### config.mk
export PLATFORM = sky130hd
export DESIGN_NAME = sram_fb_writer
export DESIGN_NICKNAME = d
export VERILOG_FILES = /design/src/rtl/sram_fb_writer.sv
export SDC_FILE = /design/constraint.sdc
export NUM_CORES = 1
export LEC_CHECK = 0
export CELL_PAD_IN_SITES_DETAIL_PLACEMENT = 1
export CELL_PAD_IN_SITES_GLOBAL_PLACEMENT = 1
export CORE_MARGIN = 2
export CORE_UTILIZATION = 35
export CTS_BUF_LIST = sky130_fd_sc_hd__clkbuf_2 sky130_fd_sc_hd__clkbuf_4 sky130_fd_sc_hd__clkbuf_8
export DETAILED_ROUTE_END_ITERATION = 7
export PLACE_DENSITY = 0.92
export SKIP_CTS_REPAIR_TIMING = 1
export SLEW_MARGIN = 0
export SYNTH_ARGS = -nofsm -noshare
export SYNTH_HDL_FRONTEND = slang
export SYNTH_SLANG_ARGS = --single-unit
### constraint.sdc
create_clock -name clk_i -period 3 [get_ports clk_i]
set_input_delay 0.45 -clock clk_i [delete_from_list [all_inputs] [get_ports clk_i]]
set_output_delay 0.45 -clock clk_i [all_outputs]
set_load 0.02 [all_outputs]
### src/rtl/sram_fb_writer.sv
// rtl/sram_fb_writer.sv - pixel-beat to async SRAM write engine with front/back double buffering.
// Optional post-swap clear pass of the new back buffer is enabled by defining SRAM_FB_CLEAR_EN.
module sram_fb_writer #(
    parameter int          WE_CYCLES   = 2,
    parameter logic [7:0]  BG_COLOR    = 8'h00,
    parameter int          CLEAR_WORDS = 524288
) (
    input  logic        clk_i,
    input  logic        rst_ni,
    input  logic [19:0] fb_addr_i,
    input  logic        hit_i,
    input  logic [7:0]  bri_i,
    input  logic        swap_i,
    input  logic        valid_i,
    output logic        ready_o,
    output logic [19:0] sram_addr_o,
    output logic [15:0] sram_dq_o,
    output logic        sram_dq_oe_o,
    output logic        sram_ce_n_o,
    output logic        sram_oe_n_o,
    output logic        sram_we_n_o,
    output logic        sram_ub_n_o,
    output logic        sram_lb_n_o,
    output logic        swap_req_o,
    input  logic        swap_ack_i,
    output logic        front_buf_o
);

    if (WE_CYCLES < 1 || WE_CYCLES > 15) begin : g_bad_we_cycles
        $error("sram_fb_writer: WE_CYCLES must be 1..15");
    end
    if (CLEAR_WORDS < 1 || CLEAR_WORDS > 524288) begin : g_bad_clear_words
        $error("sram_fb_writer: CLEAR_WORDS must be 1..524288");
    end

    typedef enum logic [2:0] {
        IDLE,
        SETUP,
        WRITE,
        HOLD,
        SWAP
`ifdef SRAM_FB_CLEAR_EN
        , CLEAR
`endif
    } state_t;

    state_t      r_state;
    logic        r_ready;
    logic [19:0] r_addr;
    logic [15:0] r_dq;
    logic        r_dq_oe;
    logic        r_ce_n;
    logic        r_we_n;
    logic        r_ub_n;
    logic        r_lb_n;
    logic        r_swap_req;
    logic        r_front;
    logic        r_back;
    logic        r_swap;
    logic [3:0]  r_we_cnt;
`ifdef SRAM_FB_CLEAR_EN
    logic [18:0] r_clr_cnt;
    logic        r_clr_active;
`endif

    logic [7:0]  w_pixel;

    assign w_pixel = hit_i ? bri_i : BG_COLOR;

    always_ff @(posedge clk_i) begin
        if (!rst_ni) begin
            r_state      <= IDLE;
            r_ready      <= 1'b0;
            r_addr       <= 20'h0;
            r_dq         <= 16'h0;
            r_dq_oe      <= 1'b0;
            r_ce_n       <= 1'b1;
            r_we_n       <= 1'b1;
            r_ub_n       <= 1'b1;
            r_lb_n       <= 1'b1;
            r_swap_req   <= 1'b0;
            r_front      <= 1'b0;
            r_back       <= 1'b1;
            r_swap       <= 1'b0;
            r_we_cnt     <= 4'h0;
`ifdef SRAM_FB_CLEAR_EN
            r_clr_cnt    <= 19'h0;
            r_clr_active <= 1'b0;
`endif
        end else begin
            case (r_state)
                IDLE: begin
                    // r_ready is low for the first IDLE cycle after reset release
                    if (valid_i && r_ready) begin
                        r_addr  <= {r_back, fb_addr_i[19:1]};
                        r_dq    <= {w_pixel, w_pixel};
                        r_lb_n  <= fb_addr_i[0];
                        r_ub_n  <= ~fb_addr_i[0];
                        r_ce_n  <= 1'b0;
                        r_dq_oe <= 1'b1;
                        r_swap  <= swap_i;
                        r_ready <= 1'b0;
                        r_state <= SETUP;
                    end else begin
                        r_ready <= 1'b1;
                    end
                end
                SETUP: begin
                    r_we_n   <= 1'b0;
                    r_we_cnt <= 4'(WE_CYCLES - 1);
                    r_state  <= WRITE;
                end
                WRITE: begin
                    if (r_we_cnt == 4'h0) begin
                        r_we_n  <= 1'b1;
                        r_state <= HOLD;
                    end else begin
                        r_we_cnt <= r_we_cnt - 4'h1;
                    end
                end
                HOLD: begin
                    r_ce_n  <= 1'b1;
                    r_dq_oe <= 1'b0;
                    r_ub_n  <= 1'b1;
                    r_lb_n  <= 1'b1;
`ifdef SRAM_FB_CLEAR_EN
                    if (r_clr_active) begin
                        if (r_clr_cnt == 19'(CLEAR_WORDS - 1)) begin
                            r_clr_cnt    <= 19'h0;
                            r_clr_active <= 1'b0;
                            r_ready      <= 1'b1;
                            r_state      <= IDLE;
                        end else begin
                            r_clr_cnt <= r_clr_cnt + 19'h1;
                            r_state   <= CLEAR;
                        end
                    end else
`endif
                    if (r_swap) begin
                        r_swap_req <= 1'b1;
                        r_state    <= SWAP;
                    end else begin
                        r_ready <= 1'b1;
                        r_state <= IDLE;
                    end
                end
                SWAP: begin
                    if (swap_ack_i) begin
                        r_front    <= r_back;
                        r_back     <= ~r_back;
                        r_swap_req <= 1'b0;
                        r_swap     <= 1'b0;
`ifdef SRAM_FB_CLEAR_EN
                        r_clr_active <= 1'b1;
                        r_state      <= CLEAR;
`else
                        r_ready <= 1'b1;
                        r_state <= IDLE;
`endif
                    end
                end
`ifdef SRAM_FB_CLEAR_EN
                CLEAR: begin
                    // r_back has already flipped, so this targets the new back buffer
                    r_addr  <= {r_back, r_clr_cnt};
                    r_dq    <= {BG_COLOR, BG_COLOR};
                    r_ub_n  <= 1'b0;
                    r_lb_n  <= 1'b0;
                    r_ce_n  <= 1'b0;
                    r_dq_oe <= 1'b1;
                    r_state <= SETUP;
                end
`endif
                default: begin
                    r_ready <= 1'b0;
                    r_state <= IDLE;
                end
            endcase
        end
    end

    assign ready_o      = r_ready;
    assign sram_addr_o  = r_addr;
    assign sram_dq_o    = r_dq;
    assign sram_dq_oe_o = r_dq_oe;
    assign sram_ce_n_o  = r_ce_n;
    assign sram_oe_n_o  = 1'b1;
    assign sram_we_n_o  = r_we_n;
    assign sram_ub_n_o  = r_ub_n;
    assign sram_lb_n_o  = r_lb_n;
    assign swap_req_o   = r_swap_req;
    assign front_buf_o  = r_front;

endmodule

==> impl_metrics.toml, run 1 <==
[global_route]
grt_pass1_wl_mm = 9.54
grt_pass1_vias = 1919
grt_util_met1 = 0.242
track_usage = 0.188
busiest_layer = "met2"
grt_use_met3 = 0.0486
grt_overflow_total = 0
grt_max_degree = 31
grt_antenna_before_repair = 0
gr-usage-met2 = 0.313

[status]
status = "completed"

[critical_path]
worst-setup-path-type = "reg2reg"
crit_path_max_fanout = 20
worstPathRequired_ns = 3.23
cp-start-kind = "register"
cp.arrival_ns = 2.12
cp-end-kind = "register"

[place]
place_congestion = 0.700
dp_hpwl_mm = 4.09
placed_cell_area_um2 = 2740
io_buffers = 77

[floorplan]
dieArea_um2 = 6320
die_x_um = 79.5
io_pins = 79
core_um2 = 5510
rows = 27
start_util = 0.362
die_height_um = 79.5

[run]
cap_violations = 0

[routing]
avgRoutedWirePerCell_um = 16.6
drc_errors = 0
finalWirelength_mm = 5.94
dr.pass1.iters = 4
vias_per_cell = 5.50
vias = 1962
drtIter0Drc = 59
antenna_left = 0

[synth]
yosys.cell_types.count = 40
synth_ff_type = "dfxtp_1"
synth_fp_nets = 262
ys_ff_latch = 45
synth_edf_count = 0
seq_area_frac_synth = 0.452
async_flop_share = 0
postSynthAreaPerCell_um2 = 8.82
synth_area_um2 = 1990
yosysWarnings = 0
synthCells = 226

[sta]
whs_ns = 0.483
drv_slew = 0
worst_pin_slew_ns = 0.844
timing.slew.headroom = 0.437
period_needed_ns = 1.90
fmax_mhz = 528
hold_violations = 0
rsz0062_at_grt = "false"
fin_skew_ns = 0.00949
setup_tns_ns = 0
min_period_over_period = 0.632
setup_violations = 0

[layout]
fin_nets = 320
post-route-util = 0.514
drive_above_1_share = 0.0596
regArea_um2 = 901
final_cell_area_um2 = 2830
diodes = 0
final_cell_mix = "clkdlybuf4s50_1 (77), dfxtp_1 (45), o21ai_0 (34)"
areaGrowthSynthToFinish_pct = 42.0
nFillCells = 622
multi_input_area_um2 = 918
final_common_cell = "clkdlybuf4s50_1"

[clock_network]
clk_path_buf_depth = 2
clock_sinks = 45
cts_root_buf = "clkbuf_8"
worst_skew_pair.late_latency_ns = 0.30
path_clk_slew_ns = 0.09
htreeDepth = 2
cts_tree = "built"
numCtsBuffers = 5

[worst_hold_path]
hold_path.class = "reg2reg"

[power_and_ir_drop]
power.leakage_nw = 0.985
peakVddDrop_mv = 0.238
p_per_area_nw_per_um2 = 659
-- cell type report --
type / instances / share of cell area
Multi-Input combinational cell: 144 / 0.324
Timing Repair Buffer: 82 / 0.285
Sequential cell: 45 / 0.318
Clock inverter: 1 / 0.00265
Inverter: 6 / 0.00795
Clock buffer: 7 / 0.0296
Tap cell: 72 / 0.0318
-- Yosys cell counts (all sizes together) (3+ instances only) --
cell type  number  share of area
dfxtp          45           0.45
o21ai          34          0.085
a21boi         30           0.11
nand3          20          0.050
clkbuf         19          0.036
buf            12          0.041
nand2           8          0.015
nand4           8          0.025
inv             6          0.011
a21oi           4          0.010
o211ai          4          0.015
nand3b          3          0.011
-- critical path, cell delays in order (launching register included) --
cell	delay, ns
dfxtp_1	0.45
nor2_2	0.70
buf_4	0.34
nand4_1	0.12
a21boi_0	0.21
-- sequential cells by signal (all words and copies together) (netlist names) --
register / cells
sram_dq_oe_o: 1
r_we_cnt: 4
r_swap: 1
sram_lb_n_o: 1
sram_addr_o: 20
ready_o: 1
r_state: 3
sram_we_n_o: 1
front_buf_o: 1
sram_ub_n_o: 1
swap_req_o: 1
r_back: 1
sram_ce_n_o: 1
sram_dq_o: 8
-- layer usage --
layer,part of all wire,vias to the layer above
met2,0.47,77
met4,0.010,0
met5,0,-
li1,-,921
met3,0.066,10
met1,0.45,954
-- stage by stage --
step,worst slack [ns],instances,power (mW)
after floorplan,1.53,226,1.19
after global placement,0.859,349,1.45
after detailed placement,0.815,349,1.48
after CTS,1.11,357,1.88
after global routing,0.982,357,1.97
final,1.11,357,1.87
-- path summary, 6_finish.rpt --
path,startpoint,to,slack [ns],cells past startpoint
max,r_state[1]$_SDFFE_PN0P_,sram_dq_o[7]$_SDFFE_PN0P_,1.11,4
min reg2reg,sram_addr_o[6]$_SDFFE_PN0P_,sram_addr_o[6]$_SDFFE_PN0P_,0.48,2
max reg2reg,r_state[1]$_SDFFE_PN0P_,sram_dq_o[7]$_SDFFE_PN0P_,1.11,4
min,sram_addr_o[6]$_SDFFE_PN0P_,sram_addr_o[6]$_SDFFE_PN0P_,0.48,2
-- kinds of logic (layout without fill, tap and decap cells) --
logic type,Yosys count,count (layout),synth area share
XOR/XNOR,2,2,0.00878
multiplexers,1,1,0.00502
AND/OR/NAND/NOR,56,56,0.166
other,1,1,0.00188
AO/OA/AOI/OAI,82,82,0.265
buffers and inverters,37,96,0.0891
flip-flops,45,45,0.452
adder cells (fa/ha/maj),2,2,0.0125
-- report_power, final --
part / internal, mW / switching (mW)
combinational: 0.292 / 0.410
sequential: 0.687 / 0.0823
clock: 0.183 / 0.212
No activity file was read; power rests on OpenSTA's default activity.
==> run 2: changes to the inputs <==
--- a/config.mk
+++ b/config.mk
@@ -8,10 +8,10 @@
 export CELL_PAD_IN_SITES_DETAIL_PLACEMENT = 1
 export CELL_PAD_IN_SITES_GLOBAL_PLACEMENT = 1
 export CORE_MARGIN = 2
-export CORE_UTILIZATION = 35
+export CORE_UTILIZATION = 32
 export CTS_BUF_LIST = sky130_fd_sc_hd__clkbuf_2 sky130_fd_sc_hd__clkbuf_4 sky130_fd_sc_hd__clkbuf_8
 export DETAILED_ROUTE_END_ITERATION = 7
-export PLACE_DENSITY = 0.92
+export PLACE_DENSITY = 0.85
 export SKIP_CTS_REPAIR_TIMING = 1
 export SLEW_MARGIN = 0
 export SYNTH_ARGS = -nofsm -noshare
==> constraint.sdc (replaced) <==
create_clock -name clk_i -period 1.9 [get_ports clk_i]
set_input_delay 0.285 -clock clk_i [delete_from_list [all_inputs] [get_ports clk_i]]
set_output_delay 0.285 -clock clk_i [all_outputs]
set_load 0.02 [all_outputs]
==> impl_metrics.toml, run 2 (synthesis results as in run 1) <==
[clock_network]
numCtsBuffers = 5
path_clk_slew_ns = 0.10
cts_tree = "built"
cts_root_buf = "clkbuf_8"
htreeDepth = 2
clock_sinks = 45
clk_path_buf_depth = 2
worst_skew_pair.late_latency_ns = 0.31

[critical_path]
worstPathRequired_ns = 2.14
cp-start-kind = "register"
worst_path_max_delay_cell = "or3b_1"
cp.arrival_ns = 1.91
crit_path_max_fanout = 9
worst-setup-path-type = "reg2reg"
path_cells = "or3b_1, or4_1, a21oi_1"
cp_slowest_stage_delay_ns = 0.51
cp-end-kind = "register"

[routing]
avgRoutedWirePerCell_um = 15.7
drc_errors = 0
antenna_left = 0
vias = 1933
vias_per_cell = 5.24
dr.pass1.iters = 4
drtIter0Drc = 79
finalWirelength_mm = 5.81

[sta]
hold_violations = 0
timing.slew.headroom = 0.653
worst_slack_ns = 0.225
setup_violations = 0
fin_skew_ns = 0.0114
fmax_mhz = 597
rsz0062_at_grt = "false"
setup_tns_ns = 0
worst_pin_slew_ns = 0.520
whs_ns = 0.481
period_needed_ns = 1.67
drv_slew = 0
min_period_over_period = 0.881

[global_route]
grt_overflow_total = 0
grt_pass1_wl_mm = 9.79
gr-usage-met2 = 0.290
busiest_layer = "met2"
track_usage = 0.173
grt_max_degree = 31
grt_antenna_before_repair = 0
grt_use_met3 = 0.0467
grt_pass1_vias = 1952
grt_util_met1 = 0.222

[place]
io_buffers = 77
place_ws_ns = 0.136
placed_cell_area_um2 = 2810
place_congestion = 0.725
post-place-cells = 361
dp_hpwl_mm = 4.25

[layout]
areaGrowthSynthToFinish_pct = 46.0
final_cell_mix = "clkdlybuf4s50_1 (77), dfxtp_1 (45), o21ai_0 (34)"
final_common_cell = "clkdlybuf4s50_1"
fin_nets = 329
final_cells = 369
drive_above_1_share = 0.0884
nFillCells = 713
final_cell_area_um2 = 2910
largest_reg_flops = 20
diodes = 0

[floorplan]
io_pins = 79
dieArea_um2 = 6880
die_height_um = 82.9
die_x_um = 82.9
rows = 28
start_util = 0.335
core_um2 = 5960

[power_and_ir_drop]
clockPowerShare = 0.207
netSwitchingPower_mw = 1.14
power.leakage_nw = 1.03
p_int_mw = 1.88
p_sw_frac = 0.378
p_per_area_nw_per_um2 = 1040
pwr-share-comb = 0.402
seqPwrFrac = 0.391
peakVddDrop_mv = 0.557

[status]
status = "completed"

[run]
cap_violations = 0

[worst_hold_path]
hold_path.class = "reg2reg"
[run 2: cell types whose count changed in the layout (fill, tap and decap cells not counted)]
cell	delta
nor3b_2	-1
inv_6	+1
nor3b_4	+1
clkbuf_4	-2
buf_4	+9
clkinv_4	+1
[run 2: area by class of cell]
class | count | area (um^2) | share of cell area
sequential | 45 | 901 | 0.309
timing repair buffer | 91 | 876 | 0.301
clock inverter | 3 | 25.0 | 0.00859
multi-input combinational | 144 | 925 | 0.318
inverter | 6 | 22.5 | 0.00774
tap | 75 | 93.8 | 0.0322
clock buffer | 5 | 68.8 | 0.0236
[run 2: final timing paths]
path	start	end	slack, ns	cells after the start
worst min-delay path	sram_ce_n_o$_SDFFE_PN1P_	sram_ce_n_o$_SDFFE_PN1P_	0.48	1
worst max register to register	r_state[1]$_SDFFE_PN0P_	r_we_cnt[3]$_SDFFE_PN0P_	0.23	3
worst max-delay path	r_state[1]$_SDFFE_PN0P_	r_we_cnt[3]$_SDFFE_PN0P_	0.23	3
worst min register to register	sram_ce_n_o$_SDFFE_PN1P_	sram_ce_n_o$_SDFFE_PN1P_	0.48	1
[run 2: layer usage]
| metal | vias to the layer above | share of wire |
|---|---|---|
| li1 | 943 | - |
| met1 | 915 | 0.46 |
| met2 | 68 | 0.47 |
| met3 | 7 | 0.055 |
| met4 | 0 | 0.010 |
| met5 | - | 0 |
[run 2: stage by stage]
| step | total power, mW | util |
|---|---|---|
| finish | 3.02 | 0.489 |
| global route | 3.22 | 0.489 |
| CTS | 3.05 | 0.488 |
| detailed placement | 2.41 | 0.472 |
| global placement | 2.38 | 0.472 |
| floorplan | 1.87 | - |
[run 2: power groups by stage]
stage	Clock [mW]	Combinational, mW	Sequential (mW)
finish	0.626	1.21	1.18
global placement	0	1.18	1.20
detailed placement	0	1.21	1.20
CTS	0.641	1.22	1.18
global route	0.690	1.33	1.20
floorplan	0	0.565	1.31
[run 2: worst max-delay path: cells and delay by family, from the launching register on]
kind               cells  cell delay, ns
AOI/OAI and AO/OA      1            0.14
DFF                    1            0.46
and+or+nand+nor        2            1.01
==> run 3: changes to the inputs <==
--- a/config.mk
+++ b/config.mk
@@ -12,6 +12,7 @@
 export CTS_BUF_LIST = sky130_fd_sc_hd__clkbuf_2 sky130_fd_sc_hd__clkbuf_4 sky130_fd_sc_hd__clkbuf_8
 export DETAILED_ROUTE_END_ITERATION = 7
 export PLACE_DENSITY = 0.85
+export REMOVE_ABC_BUFFERS = 1
 export SKIP_CTS_REPAIR_TIMING = 1
 export SLEW_MARGIN = 0
 export SYNTH_ARGS = -nofsm -noshare
==> impl_metrics.toml, run 3 (synthesis results as in run 1) <==
[routing]
vias_per_cell = 5.21
drtIter0Drc = 78
maxUsedRoutingLayer = "met4"
avgRoutedWirePerCell_um = 15.7
dr.pass1.iters = 4
dr_wl_met3_um = 318
route.met2.wl_mm = 2.74
drt-met1-wl_mm = 2.64
vias = 1907
antenna_left = 0
finalWirelength_mm = 5.74
drc_errors = 0

[critical_path]
worst_path_max_delay_cell = "clkdlybuf4s50_1"
r2r_slack_ns = 0.30
cp.arrival_ns = 1.35
r2r_cells = 5
rr_endpoint = "sram_addr_o[0]$_SDFFE_PN0P_"
reg2reg_from = "r_state[1]$_SDFFE_PN0P_"
worst-setup-path-type = "reg2out"
cp-end-kind = "output pin"
crit_path_max_fanout = 5
path_cells = "clkdlybuf4s50_1"
path_depth = 1
startpoint = "ready_o$_SDFFE_PN0P_"
worstPathRequired_ns = 1.62
cpLargestDelayFamily = "buffers and inverters"
critPathCapture = "ready_o"
critPathBufInv = 1
cp_slowest_stage_delay_ns = 0.65
cp-start-kind = "register"

[floorplan]
core_um2 = 5960
start_util = 0.335
rows = 28
die_height_um = 82.9
dieArea_um2 = 6880
io_pins = 79
die_x_um = 82.9

[layout]
drive_above_1_share = 0.0790
largest_reg_flops = 20
nFillCells = 707
final_common_cell = "clkdlybuf4s50_1"
final_cell_mix = "clkdlybuf4s50_1 (77), dfxtp_1 (45), o21ai_0 (34)"
areaGrowthSynthToFinish_pct = 45.5
diodes = 0
final_cell_area_um2 = 2900
fin_nets = 326

[clock_network]
numCtsBuffers = 5
cts_tree = "built"
clk_path_buf_depth = 2
worst_skew_pair.late_latency_ns = 0.29
htreeDepth = 2
clock_sinks = 45
path_clk_slew_ns = 0.08
cts_root_buf = "clkbuf_8"

[global_route]
grt_max_degree = 31
grt_overflow_total = 0
grt_pass1_wl_mm = 9.45
track_usage = 0.167
grt_antenna_before_repair = 0
grt_pass1_vias = 1916

[run]
cap_violations = 0

[sta]
min_period_over_period = 0.860
fin_skew_ns = 0.00641
drv_slew = 0
hold_violations = 0
fmax_mhz = 612
whs_ns = 0.475
period_needed_ns = 1.63
setup_tns_ns = 0
setup_violations = 0
rsz0062_at_grt = "false"

[place]
dp_hpwl_mm = 4.05
placed_cell_area_um2 = 2800
place_congestion = 0.739
io_buffers = 77

[power_and_ir_drop]
p_per_area_nw_per_um2 = 1050
p_int_mw = 1.94
pwr-share-comb = 0.402
p_sw_frac = 0.361
clockPowerShare = 0.212
peakVddDrop_mv = 0.443
netSwitchingPower_mw = 1.10
seqPwrFrac = 0.386
power.leakage_nw = 1.03

[status]
status = "completed"

[worst_hold_path]
hold_path.class = "reg2reg"
run 3: cell types whose count changed in the layout (fill, tap and decap cells not counted):
cell        delta
inv_6          -1
clkinvlp_4     -1
clkbuf_8       +2
clkinv_4       -1
clkinv_2       +1
nor3b_2        +1
buf_12         +1
buf_4          -4
nor3b_4        -1
run 3: final cells by class:
cell class / count / area (um^2) / share of cell area
Clock inverter: 1 / 5.00 / 0.00172
Sequential cell: 45 / 901 / 0.310
Tap cell: 75 / 93.8 / 0.0323
Clock buffer: 7 / 96.3 / 0.0332
Timing Repair Buffer: 88 / 866 / 0.298
Multi-Input combinational cell: 144 / 918 / 0.316
Inverter: 6 / 22.5 / 0.00776
run 3: worst min path at each step:
stage | start | end | cells past startpoint
global route | sram_ce_n_o$_SDFFE_PN1P_ | sram_ce_n_o$_SDFFE_PN1P_ | 1
floorplan | rst_ni | r_back$_SDFFE_PN1P_ | 1
global placement | sram_ce_n_o$_SDFFE_PN1P_ | sram_ce_n_o$_SDFFE_PN1P_ | 1
CTS | sram_ce_n_o$_SDFFE_PN1P_ | sram_ce_n_o$_SDFFE_PN1P_ | 1
finish | sram_ce_n_o$_SDFFE_PN1P_ | sram_ce_n_o$_SDFFE_PN1P_ | 1
detailed placement | sram_ce_n_o$_SDFFE_PN1P_ | sram_ce_n_o$_SDFFE_PN1P_ | 1
run 3: through the flow:
step           utilization  total power, mW  instances  setup slack [ns]
5_1_grt              0.487             3.24        366             0.155
3_5_place_dp         0.470             2.42        358             0.180
4_1_cts              0.487             3.08        366             0.239
6_report             0.487             3.04        366             0.266
2_1_floorplan            -             1.78        195            -0.239
3_3_place_gp         0.470             2.39        358             0.318
run 3: per-layer routing:
layer / up-vias / global-route usage
li1: 931 / -
met1: 904 / 0.216
met2: 68 / 0.274
met3: 4 / 0.0477
met4: 0 / 0.0417
met5: - / 0
run 3: power groups by stage:
stage / sequential [mW] / clock (mW) / combinational, mW
4_1_cts: 1.17 / 0.670 / 1.24
3_3_place_gp: 1.19 / 0 / 1.20
5_1_grt: 1.19 / 0.706 / 1.34
2_1_floorplan: 1.35 / 0 / 0.431
6_report: 1.17 / 0.643 / 1.22
3_5_place_dp: 1.19 / 0 / 1.23
